--- src/rtl/control_plane_responder.sv ---
// control_plane_responder: control-plane target that answers single-beat read/write
// requests against a small local register window after WAIT_CYCLES wait states.
//   clk, rst                    : clock, asynchronous active-high reset
//   req_valid/req_ready         : request handshake; req_wr/req_addr/req_wdata payload
//   rsp_valid/rsp_ready         : response handshake; rsp_wr/rsp_rdata/rsp_err payload
//   cfg_reg0                    : live value of register 0
//   err_count                   : saturating count of error responses
module control_plane_responder #(
    parameter int                          CP_IN_DATA_WIDTH = 28,
    parameter int                          CP_IN_ADDR_WIDTH = 37,
    parameter int                          NUM_REGS         = 8,
    parameter logic [CP_IN_ADDR_WIDTH-1:0] BASE_ADDR        = '0,
    parameter int                          WAIT_CYCLES      = 2
) (
    input  logic                        clk,
    input  logic                        rst,
    input  logic                        req_valid,
    output logic                        req_ready,
    input  logic                        req_wr,
    input  logic [CP_IN_ADDR_WIDTH-1:0] req_addr,
    input  logic [CP_IN_DATA_WIDTH-1:0] req_wdata,
    output logic                        rsp_valid,
    input  logic                        rsp_ready,
    output logic                        rsp_wr,
    output logic [CP_IN_DATA_WIDTH-1:0] rsp_rdata,
    output logic                        rsp_err,
    output logic [CP_IN_DATA_WIDTH-1:0] cfg_reg0,
    output logic [7:0]                  err_count
);
    localparam int AW = CP_IN_ADDR_WIDTH;
    localparam int DW = CP_IN_DATA_WIDTH;
    localparam logic [7:0]  WAIT_INIT = 8'(WAIT_CYCLES);
    localparam logic [AW:0] NUM_EXT   = (AW+1)'(NUM_REGS);

    typedef enum logic [1:0] {IDLE, WAIT, RESP} state_t;

    state_t          state_q, state_d;
    logic [7:0]      cnt_q, cnt_d;
    logic            wr_q, wr_d;
    logic [AW-1:0]   addr_q, addr_d;
    logic [DW-1:0]   wdata_q, wdata_d;
    logic            rsp_wr_q, rsp_wr_d;
    logic [DW-1:0]   rsp_rdata_q, rsp_rdata_d;
    logic            rsp_err_q, rsp_err_d;
    logic [7:0]      err_count_q, err_count_d;
    logic [DW-1:0]   regs_q [NUM_REGS];
    logic [DW-1:0]   regs_d [NUM_REGS];

    logic            accept, ex_en, ex_wr, hit;
    logic [AW-1:0]   ex_addr;
    logic [DW-1:0]   ex_wdata, rd_val;
    logic [AW:0]     off;

    // Ready is held low while reset is asserted even though the state already reads IDLE.
    assign req_ready = (state_q == IDLE) && !rst;
    assign accept    = req_valid && req_ready;
    assign rsp_valid = (state_q == RESP);
    assign rsp_wr    = rsp_wr_q;
    assign rsp_rdata = rsp_rdata_q;
    assign rsp_err   = rsp_err_q;
    assign cfg_reg0  = regs_q[0];
    assign err_count = err_count_q;

    always_comb begin
        // With zero wait states the request executes straight from the input pins.
        ex_wr    = (state_q == IDLE) ? req_wr    : wr_q;
        ex_addr  = (state_q == IDLE) ? req_addr  : addr_q;
        ex_wdata = (state_q == IDLE) ? req_wdata : wdata_q;
        ex_en    = (state_q == IDLE) ? (accept && WAIT_CYCLES == 0)
                                     : (state_q == WAIT && cnt_q == 8'd1);
        // One bit wider: an address below the base borrows into the top bit and misses.
        off      = {1'b0, ex_addr} - {1'b0, BASE_ADDR};
        hit      = off < NUM_EXT;
        rd_val   = '0;
        for (int i = 0; i < NUM_REGS; i++)
            if (off == (AW+1)'(i)) rd_val = regs_q[i];
    end

    always_comb begin
        state_d     = state_q;
        cnt_d       = cnt_q;
        wr_d        = wr_q;
        addr_d      = addr_q;
        wdata_d     = wdata_q;
        rsp_wr_d    = rsp_wr_q;
        rsp_rdata_d = rsp_rdata_q;
        rsp_err_d   = rsp_err_q;
        err_count_d = err_count_q;
        regs_d      = regs_q;
        if (state_q == IDLE) begin
            if (accept) begin
                wr_d    = req_wr;
                addr_d  = req_addr;
                wdata_d = req_wdata;
                cnt_d   = WAIT_INIT;
                state_d = (WAIT_CYCLES == 0) ? RESP : WAIT;
            end
        end else if (state_q == WAIT) begin
            cnt_d   = cnt_q - 8'd1;
            state_d = (cnt_q == 8'd1) ? RESP : WAIT;
        end else if (state_q == RESP) begin
            state_d = rsp_ready ? IDLE : RESP;
        end
        if (ex_en) begin
            rsp_wr_d    = ex_wr;
            rsp_rdata_d = (hit && !ex_wr) ? rd_val : '0;
            rsp_err_d   = !hit;
            err_count_d = (!hit && err_count_q != 8'hFF) ? err_count_q + 8'd1 : err_count_q;
            for (int i = 0; i < NUM_REGS; i++)
                if (hit && ex_wr && off == (AW+1)'(i)) regs_d[i] = ex_wdata;
        end
    end

    always_ff @(posedge clk or posedge rst) begin
        if (rst) begin
            state_q     <= IDLE;
            cnt_q       <= '0;
            wr_q        <= 1'b0;
            addr_q      <= '0;
            wdata_q     <= '0;
            rsp_wr_q    <= 1'b0;
            rsp_rdata_q <= '0;
            rsp_err_q   <= 1'b0;
            err_count_q <= '0;
            for (int i = 0; i < NUM_REGS; i++) regs_q[i] <= '0;
        end else begin
            state_q     <= state_d;
            cnt_q       <= cnt_d;
            wr_q        <= wr_d;
            addr_q      <= addr_d;
            wdata_q     <= wdata_d;
            rsp_wr_q    <= rsp_wr_d;
            rsp_rdata_q <= rsp_rdata_d;
            rsp_err_q   <= rsp_err_d;
            err_count_q <= err_count_d;
            regs_q      <= regs_d;
        end
    end
endmodule

--- config.mk ---
export PLATFORM = sky130hd
export DESIGN_NAME = control_plane_responder
export DESIGN_NICKNAME = d
export VERILOG_FILES = /design/src/rtl/control_plane_responder.sv
export SDC_FILE = /design/constraint.sdc
export NUM_CORES = 1
export LEC_CHECK = 0
export CAP_MARGIN = 20
export CORE_MARGIN = 2
export CORE_UTILIZATION = 55
export DETAILED_ROUTE_END_ITERATION = 6
export PLACE_DENSITY = 0.83
export SLEW_MARGIN = 20
export SYNTH_ARGS = -nofsm -noshare
export SYNTH_HDL_FRONTEND = slang
export SYNTH_SLANG_ARGS = --single-unit
--- constraint.sdc ---
create_clock -name clk -period 14.6 [get_ports clk]
set_input_delay 2.92 -clock clk [delete_from_list [all_inputs] [get_ports clk]]
set_output_delay 2.92 -clock clk [all_outputs]
set_load 0.01 [all_outputs]
==> results of run 1 <==
## per-layer routing
metal	track usage (%)	up-vias
met3	5.892	73
met4	7.284	0
met5	0	-
met2	40.61	520
met1	37.71	5637
li1	-	5286
## placed cells by master, fill, tap and decap left out, types with 3 or more instances in the layout
| cell type | count |
|---|---|
| dfrtp_1 | 338 |
| nor2_1 | 199 |
| a21oi_1 | 174 |
| nand2_1 | 137 |
| clkdlybuf4s50_1 | 137 |
| mux2_2 | 65 |
| o21ai_0 | 60 |
| clkbuf_16 | 37 |
| nand3_1 | 33 |
| o21ai_1 | 30 |
| o22ai_1 | 29 |
| mux2i_1 | 28 |
| a22oi_1 | 27 |
| o221ai_1 | 26 |
| a221oi_1 | 25 |
| buf_4 | 19 |
| a22o_1 | 16 |
| o21a_1 | 15 |
| clkbuf_1 | 15 |
| nor4_1 | 14 |
| o21ai_2 | 14 |
| nand4_1 | 11 |
| and3_1 | 11 |
| nor3_1 | 8 |
| xnor2_1 | 8 |
| inv_1 | 7 |
| clkbuf_8 | 6 |
| or3_1 | 4 |
| o32ai_1 | 3 |
| and2_1 | 3 |
| xor2_1 | 3 |
| ha_1 | 3 |
| clkinv_2 | 3 |
## kinds of logic after synthesis
logic type	share of synthesized area (%)
compound gates	17.66
mux	6.757
fa+ha+maj	0.2506
buf+inv	5.688
flops	56.46
xor+xnor	0.6432
simple gates	12.54
## power by group
group          internal, mW  switching, mW  total [mW]  leakage, nW
combinational         0.177          0.313       0.490         2.60
clock                 0.532          0.353       0.885        0.557
sequential             1.04         0.0724        1.12         4.58
## worst min path at each step
stage | from | end | slack, ps | cells past startpoint
CTS | regs_q[17] | regs_q[17] | 480 | 2
detailed placement | regs_q[19] | regs_q[19] | 470 | 2
finish | regs_q[61] | regs_q[61] | 480 | 2
global route | regs_q[3] | regs_q[3] | 500 | 2
global placement | regs_q[25] | regs_q[25] | 460 | 2
floorplan | regs_q[25] | regs_q[25] | 440 | 2
## sequential cells by signal, summed over array words and instances, names as in the netlist
name       count
err_count      8
regs_q       196
wr_q           1
wdata_q       28
cfg_reg0      28
addr_q        37
rsp_err        1
state_q        2
rsp_wr         1
rsp_rdata     28
cnt_q          8
## per-stage QoR
step / cells / area, µm² / total power, mW / setup slack (ps) / hold slack (ps)
2_1_floorplan: 1454 / 14980 / 1.435 / 2302 / 444.7
3_3_place_gp: 1820 / 16140 / 1.583 / 7555 / 457.4
3_5_place_dp: 1820 / 16140 / 1.607 / 7567 / 467.0
4_1_cts: 1883 / 17280 / 2.488 / 7554 / 481.0
5_1_grt: 1883 / 17290 / 2.588 / 7510 / 498.8
6_report: 1883 / 17290 / 2.492 / 7564 / 484.5
## final cells by class
cell class / count / area [µm²]
Inverter: 9 / 46.29
Tap cell: 341 / 426.7
Clock buffer: 58 / 1065
Multi-Input combinational cell: 976 / 5703
Sequential cell: 338 / 8458
Fill cell: 2027 / 9588
Timing Repair Buffer: 156 / 1514
Clock inverter: 5 / 75.07
## critical path, delay by kind of cell
| kind | cells | cell delay (ps) |
|---|---|---|
| AND/OR/NAND/NOR | 1 | 140 |
| buffers and inverters | 2 | 1060 |
==> impl_metrics.env, run 1 <==
export IMPL_status="completed"
export IMPL_cp_end_kind="primary output"
export IMPL_drc_errors=0
export IMPL_wire_per_inst_um=19.73
export IMPL_die_y_um=169.0
export IMPL_crit_top_cell="clkdlybuf4s50_1"
export IMPL_rsz0062_at_grt="false"
export IMPL_grt_usage_pct=26.24
export IMPL_overflow=0
export IMPL_ctsHoldBuffers=0
export IMPL_drt_iter0_drc=1136
export IMPL_fp_dieW_um=169.0
export IMPL_clock_path_buffers=3
export IMPL_highest_layer="met4"
export IMPL_grt_pass1_vias=11470
export IMPL_io_buffer_count=137
export IMPL_tritoncts="yes"
export IMPL_routed_wl_um=37150
export IMPL_dominantRegCellSynth="dfrtp_1"
export IMPL_area_delta_synth_final_pct=15.40
export IMPL_slew_viol_final=0
export IMPL_yosys_warnings=0
export IMPL_wl_met3_um=3253
export IMPL_core_area_um2=26880
export IMPL_gp_congestion=0.8355
export IMPL_synth_top_cell_area_share_pct=56.46
export IMPL_startpoint_type="input pin"
export IMPL_cts_buffers=35
export IMPL_async_flop_share_pct=100.0
export IMPL_drt_met1_wl_um=16410
export IMPL_synth_sequential_area_ratio_pct=56.46
export IMPL_synth_fp_nets=1527
export IMPL_irDropWorstVdd_mv=0.09801
export IMPL_synth_cell_types=51
export IMPL_cpPeakStageDelay_ps=550
export IMPL_fin_crit_ps=7036
export IMPL_cts_setup_buffers=0
export IMPL_r2r_slack_ps=10250
export IMPL_routed_via_density=6.116
export IMPL_drive_above_1_share_pct=10.38
export IMPL_fin_nets=1589
export IMPL_dieArea_um2=28570
export IMPL_slowest_stage="clkdlybuf4s50_1"
export IMPL_synth_common_cells="dfrtp_1 (338), nor2_1 (200), a21oi_1 (174)"
export IMPL_critical_path_startpoint="rst"
export IMPL_dp_hpwl_um=24190
export IMPL_cts_root_buf="clkbuf_16"
export IMPL_reg2regPathDepth=9
export IMPL_power_density_nw_per_um2=144.2
export IMPL_antenna_cells=0
export IMPL_reg2reg_from="state_q[0]"
export IMPL_htreeDepth=2
export IMPL_crit_end="req_ready"
export IMPL_path_cells="clkdlybuf4s50_1, nor2_1, clkdlybuf4s50_1"
export IMPL_finalSetupViolCount=0
export IMPL_synth_edf_count=0
export IMPL_grt_max_degree=124
export IMPL_hold_path_class="reg -> reg"
export IMPL_insertion_delay_ps=510
export IMPL_yosys_area_top_type="dfrtp_1"
export IMPL_synthCells=1454
export IMPL_synth_seq_cells=338
export IMPL_cp_max_fo=2
export IMPL_synth_most_common_cell="dfrtp_1"
export IMPL_post_cts_resized=0
export IMPL_fin_util_pct=64.33
export IMPL_grt_antenna_before_repair=1
export IMPL_clkTransAtPathRegs_ps=60
export IMPL_dr_pass1_iters=5
export IMPL_grt_pass1_wl_um=59940
export IMPL_worst_endpoint_required_ps=11680
export IMPL_syn_area_um2=14980
export IMPL_crit_type="in -> out"
export IMPL_cts_sinks=338
export IMPL_io_pins=138
export IMPL_num_vias=11520
export IMPL_slew_headroom_pct=26.55
export IMPL_drv_cap=0
export IMPL_core_rowCount=60
export IMPL_wl_met2_um=16770
export IMPL_arrival_ps=4120
export IMPL_max_freq_ghz=0.1421
export IMPL_reg2reg_to="rsp_rdata[15]"
export IMPL_hold_viol=0
export IMPL_ant_nets=0
export IMPL_setup_tns_ps=0
export IMPL_skew_ps=10.79
export IMPL_initial_utilization_pct=55.74
export IMPL_syn_avg_cell_area_um2=10.30
export IMPL_period_share_pct=48.19
export IMPL_leakage_nw=7.732
export IMPL_worst_pin_slew_ps=1099
export IMPL_synth_area_leaders="dfrtp_1 (56%), a21oi_1 (5.8%), nor2_1 (5.0%), mux2_2 (4.9%), nand2_1 (3.4%)"
Note: power is estimated with default switching activity, not from simulation.
==> run 2, diff against run 1 <==
--- a/config.mk
+++ b/config.mk
@@ -7,9 +7,9 @@
 export LEC_CHECK = 0
 export CAP_MARGIN = 20
 export CORE_MARGIN = 2
-export CORE_UTILIZATION = 55
+export CORE_UTILIZATION = 52
 export DETAILED_ROUTE_END_ITERATION = 6
-export PLACE_DENSITY = 0.83
+export PLACE_DENSITY = 0.82
 export SLEW_MARGIN = 20
 export SYNTH_ARGS = -nofsm -noshare
 export SYNTH_HDL_FRONTEND = slang
==> constraint.sdc (replaced) <==
create_clock -name clk -period 6.3 [get_ports clk]
set_input_delay 1.26 -clock clk [delete_from_list [all_inputs] [get_ports clk]]
set_output_delay 1.26 -clock clk [all_outputs]
set_load 0.01 [all_outputs]
==> impl_metrics.env, run 2 (synthesized netlist as in run 1, its figures left out) <==
export IMPL_initial_utilization_pct=52.48
export IMPL_final_cell_mix="dfrtp_1 (338), nor2_1 (200), a21oi_1 (174)"
export IMPL_slowest_stage="nor2b_1"
export IMPL_skew_ps=19.55
export IMPL_rsz0062_at_grt="false"
export IMPL_grt_pass1_vias=11390
export IMPL_crit_type="in -> reg"
export IMPL_irDropWorstVdd_mv=0.2360
export IMPL_reg2reg_from="state_q[0]"
export IMPL_highest_layer="met4"
export IMPL_largest_reg_flops=196
export IMPL_routed_wl_um=37410
export IMPL_leakage_nw=7.744
export IMPL_clock_path_buffers=3
export IMPL_drv_cap=0
export IMPL_grt_max_degree=85
export IMPL_final_common_cell="dfrtp_1"
export IMPL_io_buffer_count=137
export IMPL_ctsHoldBuffers=0
export IMPL_drt_met1_wl_um=16290
export IMPL_top_regs="regs_q x196, addr_q x37"
export IMPL_cts_buffers=34
export IMPL_post_dp_cell_area_um2=16210
export IMPL_worstHoldStart="regs_q[12]"
export IMPL_core_rowCount=62
export IMPL_ant_nets=0
export IMPL_dr_pass1_iters=5
export IMPL_fin_cells=1924
export IMPL_gp_congestion=0.8798
export IMPL_cts_setup_buffers=0
export IMPL_wire_per_inst_um=19.44
export IMPL_crit_top_cell="nand4_1"
export IMPL_drc_errors=0
export IMPL_tritoncts="yes"
export IMPL_min_to="regs_q[12]"
export IMPL_wl_met2_um=17130
export IMPL_num_vias=11550
export IMPL_max_freq_ghz=0.2161
export IMPL_io_pins=138
export IMPL_cp_end_kind="flop"
export IMPL_fin_crit_ps=4627
export IMPL_cts_root_buf="clkbuf_16"
export IMPL_finalSetupViolCount=0
export IMPL_reg2reg_to="rsp_rdata[7]"
export IMPL_period_share_pct=73.45
export IMPL_routed_via_density=6.002
export IMPL_r2r_slack_ps=2020
export IMPL_power_density_nw_per_um2=333.7
export IMPL_wl_met3_um=3193
export IMPL_grt_usage_pct=24.96
export IMPL_hold_depth=2
export IMPL_die_y_um=173.7
export IMPL_insertion_delay_ps=510
export IMPL_dp_hpwl_um=24910
export IMPL_worst_hold_slack_ps=486.2
export IMPL_post_cts_resized=0
export IMPL_slew_viol_final=0
export IMPL_grt_antenna_before_repair=0
export IMPL_reg2regPathDepth=9
export IMPL_cp_max_fo=17
export IMPL_antenna_cells=0
export IMPL_top_register="regs_q"
export IMPL_htreeDepth=2
export IMPL_path_cells="clkdlybuf4s50_1, nor4_1, nand4_1, a222oi_1, buf_4, nand4_1, nor2b_1, o221ai_1, o21ai_1"
export IMPL_worst_pin_slew_ps=1105
export IMPL_drt_iter0_drc=1173
export IMPL_hold_viol=0
export IMPL_dieArea_um2=30180
export IMPL_arrival_ps=5060
export IMPL_dp_cells=1865
export IMPL_status="completed"
export IMPL_slew_headroom_pct=24.22
export IMPL_area_delta_synth_final_pct=15.91
export IMPL_cpPeakStageDelay_ps=940
export IMPL_startpoint_type="input pin"
export IMPL_drive_above_1_share_pct=10.65
export IMPL_fp_dieW_um=173.7
export IMPL_worst_endpoint_required_ps=6730
export IMPL_hold_path_class="reg -> reg"
export IMPL_clkTransAtPathRegs_ps=60
export IMPL_cts_sinks=338
export IMPL_fin_nets=1590
export IMPL_core_area_um2=28550
export IMPL_grt_pass1_wl_um=61280
export IMPL_overflow=0
export IMPL_final_area_um2=17360
[run 2: worst max-delay path by stage]
stage | slack (ps) | end | startpoint
final | 1670 | rsp_rdata[7] | req_addr[24]
after global routing | 1350 | rsp_rdata[13] | req_addr[24]
after CTS | 1780 | rsp_rdata[13] | req_addr[33]
after detailed placement | 1310 | rsp_rdata[13] | req_addr[33]
after global placement | 1320 | rsp_rdata[11] | req_addr[24]
after floorplan | -1350 | wdata_q[16] | rst
[run 2: power by group]
part           switching [mW]  leakage, nW  internal, mW
combinational           0.727         2.60         0.413
clock                   0.822        0.562          1.24
sequential              0.170         4.58          2.42
total                    1.72         7.74          4.08
[run 2: final cells by class]
class,instances,area [µm²]
Clock buffer,50,1015
Clock inverter,9,127.6
Fill cell,2270,11180
Inverter,9,42.54
Multi-Input combinational cell,976,5704
Sequential cell,338,8458
Tap cell,384,480.5
Timing Repair Buffer,158,1536
[run 2: per-layer routing]
layer  up-vias  GRT usage [%]
met2       511          37.35
met1      5690          36.98
li1       5275              -
met3        71          5.395
met5         -              0
met4         0          7.038
[run 2: critical path: cells and delay by family]
kind	cells	cell delay, ps
simple gates	4	2120
buf+inv	2	680
compound gates	3	970
[run 2: metrics by stage]
step,TNS [ps],setup slack (ps),util (%),power [mW]
after floorplan,-92650,-1345,-,3.330
after global placement,0,1317,56.77,3.685
final,0,1673,60.83,5.795
after CTS,0,1782,60.77,5.790
after global routing,0,1347,60.83,6.027
after detailed placement,0,1307,56.77,3.726
==> run 3, diff against run 2 <==
==> constraint.sdc (replaced) <==
create_clock -name clk -period 3.95 [get_ports clk]
set_input_delay 0.79 -clock clk [delete_from_list [all_inputs] [get_ports clk]]
set_output_delay 0.79 -clock clk [all_outputs]
set_load 0.01 [all_outputs]
==> impl_metrics.env, run 3 (synthesized netlist as in run 1, its figures left out) <==
export IMPL_period_share_pct=90.88
export IMPL_fin_ws_ps=360.0
export IMPL_fin_nets=1605
export IMPL_drt_iter0_drc=1253
export IMPL_top_register="regs_q"
export IMPL_fin_crit_ps=3590
export IMPL_ant_nets=0
export IMPL_grt_pass1_vias=11590
export IMPL_cts_setup_buffers=0
export IMPL_slew_viol_final=0
export IMPL_cts_buffers=34
export IMPL_overflow=0
export IMPL_htreeDepth=2
export IMPL_cts_sinks=338
export IMPL_worst_endpoint_required_ps=4380
export IMPL_core_rowCount=62
export IMPL_grt_usage_pct=25.01
export IMPL_dp_hpwl_um=24970
export IMPL_final_common_cell="dfrtp_1"
export IMPL_routed_wl_um=37460
export IMPL_hold_depth=2
export IMPL_max_freq_ghz=0.2786
export IMPL_status="completed"
export IMPL_antenna_cells=0
export IMPL_io_pins=138
export IMPL_drc_errors=0
export IMPL_initial_utilization_pct=52.48
export IMPL_reg2reg_to="rsp_rdata[11]"
export IMPL_area_delta_synth_final_pct=17.57
export IMPL_dr_pass1_iters=5
export IMPL_top_regs="regs_q x196, addr_q x37"
export IMPL_num_vias=11590
export IMPL_gp_congestion=0.8594
export IMPL_post_cts_resized=0
export IMPL_grt_antenna_before_repair=0
export IMPL_min_to="regs_q[9]"
export IMPL_grt_pass1_wl_um=60940
export IMPL_final_cell_mix="dfrtp_1 (338), nor2_1 (200), a21oi_1 (174)"
export IMPL_routed_via_density=5.975
export IMPL_place_ws_ps=19.90
export IMPL_fin_cells=1939
export IMPL_worst_hold_slack_ps=479.6
export IMPL_grt_max_degree=145
export IMPL_reg2regPathDepth=8
export IMPL_worst_pin_slew_ps=1065
export IMPL_hold_path_class="reg -> reg"
export IMPL_rsz0062_at_grt="false"
export IMPL_io_buffer_count=137
export IMPL_clock_path_buffers=3
export IMPL_post_dp_cell_area_um2=16470
export IMPL_wire_per_inst_um=19.32
export IMPL_drive_above_1_share_pct=11.64
export IMPL_cts_root_buf="clkbuf_16"
export IMPL_finalSetupViolCount=0
export IMPL_power_density_nw_per_um2=523.3
export IMPL_tritoncts="yes"
export IMPL_crit_type="in -> reg"
export IMPL_power_mw=9.216
export IMPL_fin_util_pct=61.70
export IMPL_skew_ps=16.39
export IMPL_die_y_um=173.7
export IMPL_leakage_nw=7.851
export IMPL_ctsHoldBuffers=0
export IMPL_clkTransAtPathRegs_ps=60
export IMPL_dp_cells=1880
export IMPL_startpoint_type="input pin"
export IMPL_r2r_slack_ps=480
export IMPL_worstHoldStart="regs_q[9]"
export IMPL_dieArea_um2=30180
export IMPL_cp_end_kind="flop"
export IMPL_final_area_um2=17610
export IMPL_irDropWorstVdd_mv=0.3744
export IMPL_drv_cap=0
export IMPL_reg2reg_from="state_q[0]"
export IMPL_arrival_ps=4020
export IMPL_slew_headroom_pct=26.99
export IMPL_largest_reg_flops=196
export IMPL_cp_max_fo=13
export IMPL_fp_dieW_um=173.7
export IMPL_insertion_delay_ps=510
export IMPL_core_area_um2=28550
export IMPL_hold_viol=0
export IMPL_setup_tns_ps=0
[run 3: cell types whose count changed in the layout (fill, tap and decap cells not counted)]
cell	previous run	this run
buf_12	0	12
clkbuf_8	4	10
buf_4	19	24
clkbuf_1	9	6
buf_6	2	0
bufinv_16	3	1
clkinv_4	2	1
clkinvlp_4	1	2
inv_6	1	0
mux2i_1	27	28
mux2i_2	1	0
or3_2	0	1
or3_4	1	0
[run 3: routing by layer]
metal / global-route usage (%) / wire length (µm) / vias to the layer above
met5: 0 / 0 / -
met4: 8.158 / 974 / 0
met3: 4.868 / 3033 / 88
met2: 37.70 / 17070 / 535
met1: 36.68 / 16380 / 5648
li1: - / - / 5314
[run 3: critical path: stages]
cell and delay [ps]:
clkdlybuf4s50_1 430, nor4_1 370, nand4_1 180, a222oi_1 490, buf_4 270, nand4_1 130
nor2b_1 860, o221ai_1 290, o21ai_1 210
[run 3: worst max path at each step]
stage	start	cells after the start	end	slack [ps]
floorplan	rst	6	wdata_q[16]	-3230
global placement	req_addr[32]	9	rsp_rdata[26]	180
detailed placement	req_addr[24]	9	rsp_rdata[21]	20
CTS	req_addr[32]	9	rsp_rdata[21]	470
global route	req_addr[24]	9	rsp_rdata[26]	210
finish	req_addr[24]	9	rsp_rdata[11]	360
[run 3: power breakdown]
part           internal (mW)  leakage (nW)  switching [mW]  total [mW]
logic                  0.681          2.71            1.16        1.84
registers               3.86          4.58           0.264        4.12
clock network           1.95         0.565            1.30        3.25
total                   6.49          7.85            2.72        9.22
[run 3: layout make-up]
class	instances	area, µm²
fill	2187	10930
sequential	338	8458
multi-input combinational	976	5697
timing repair buffer	173	1792
clock buffer	53	1086
tap	384	480.5
clock inverter	6	57.56
inverter	9	42.54
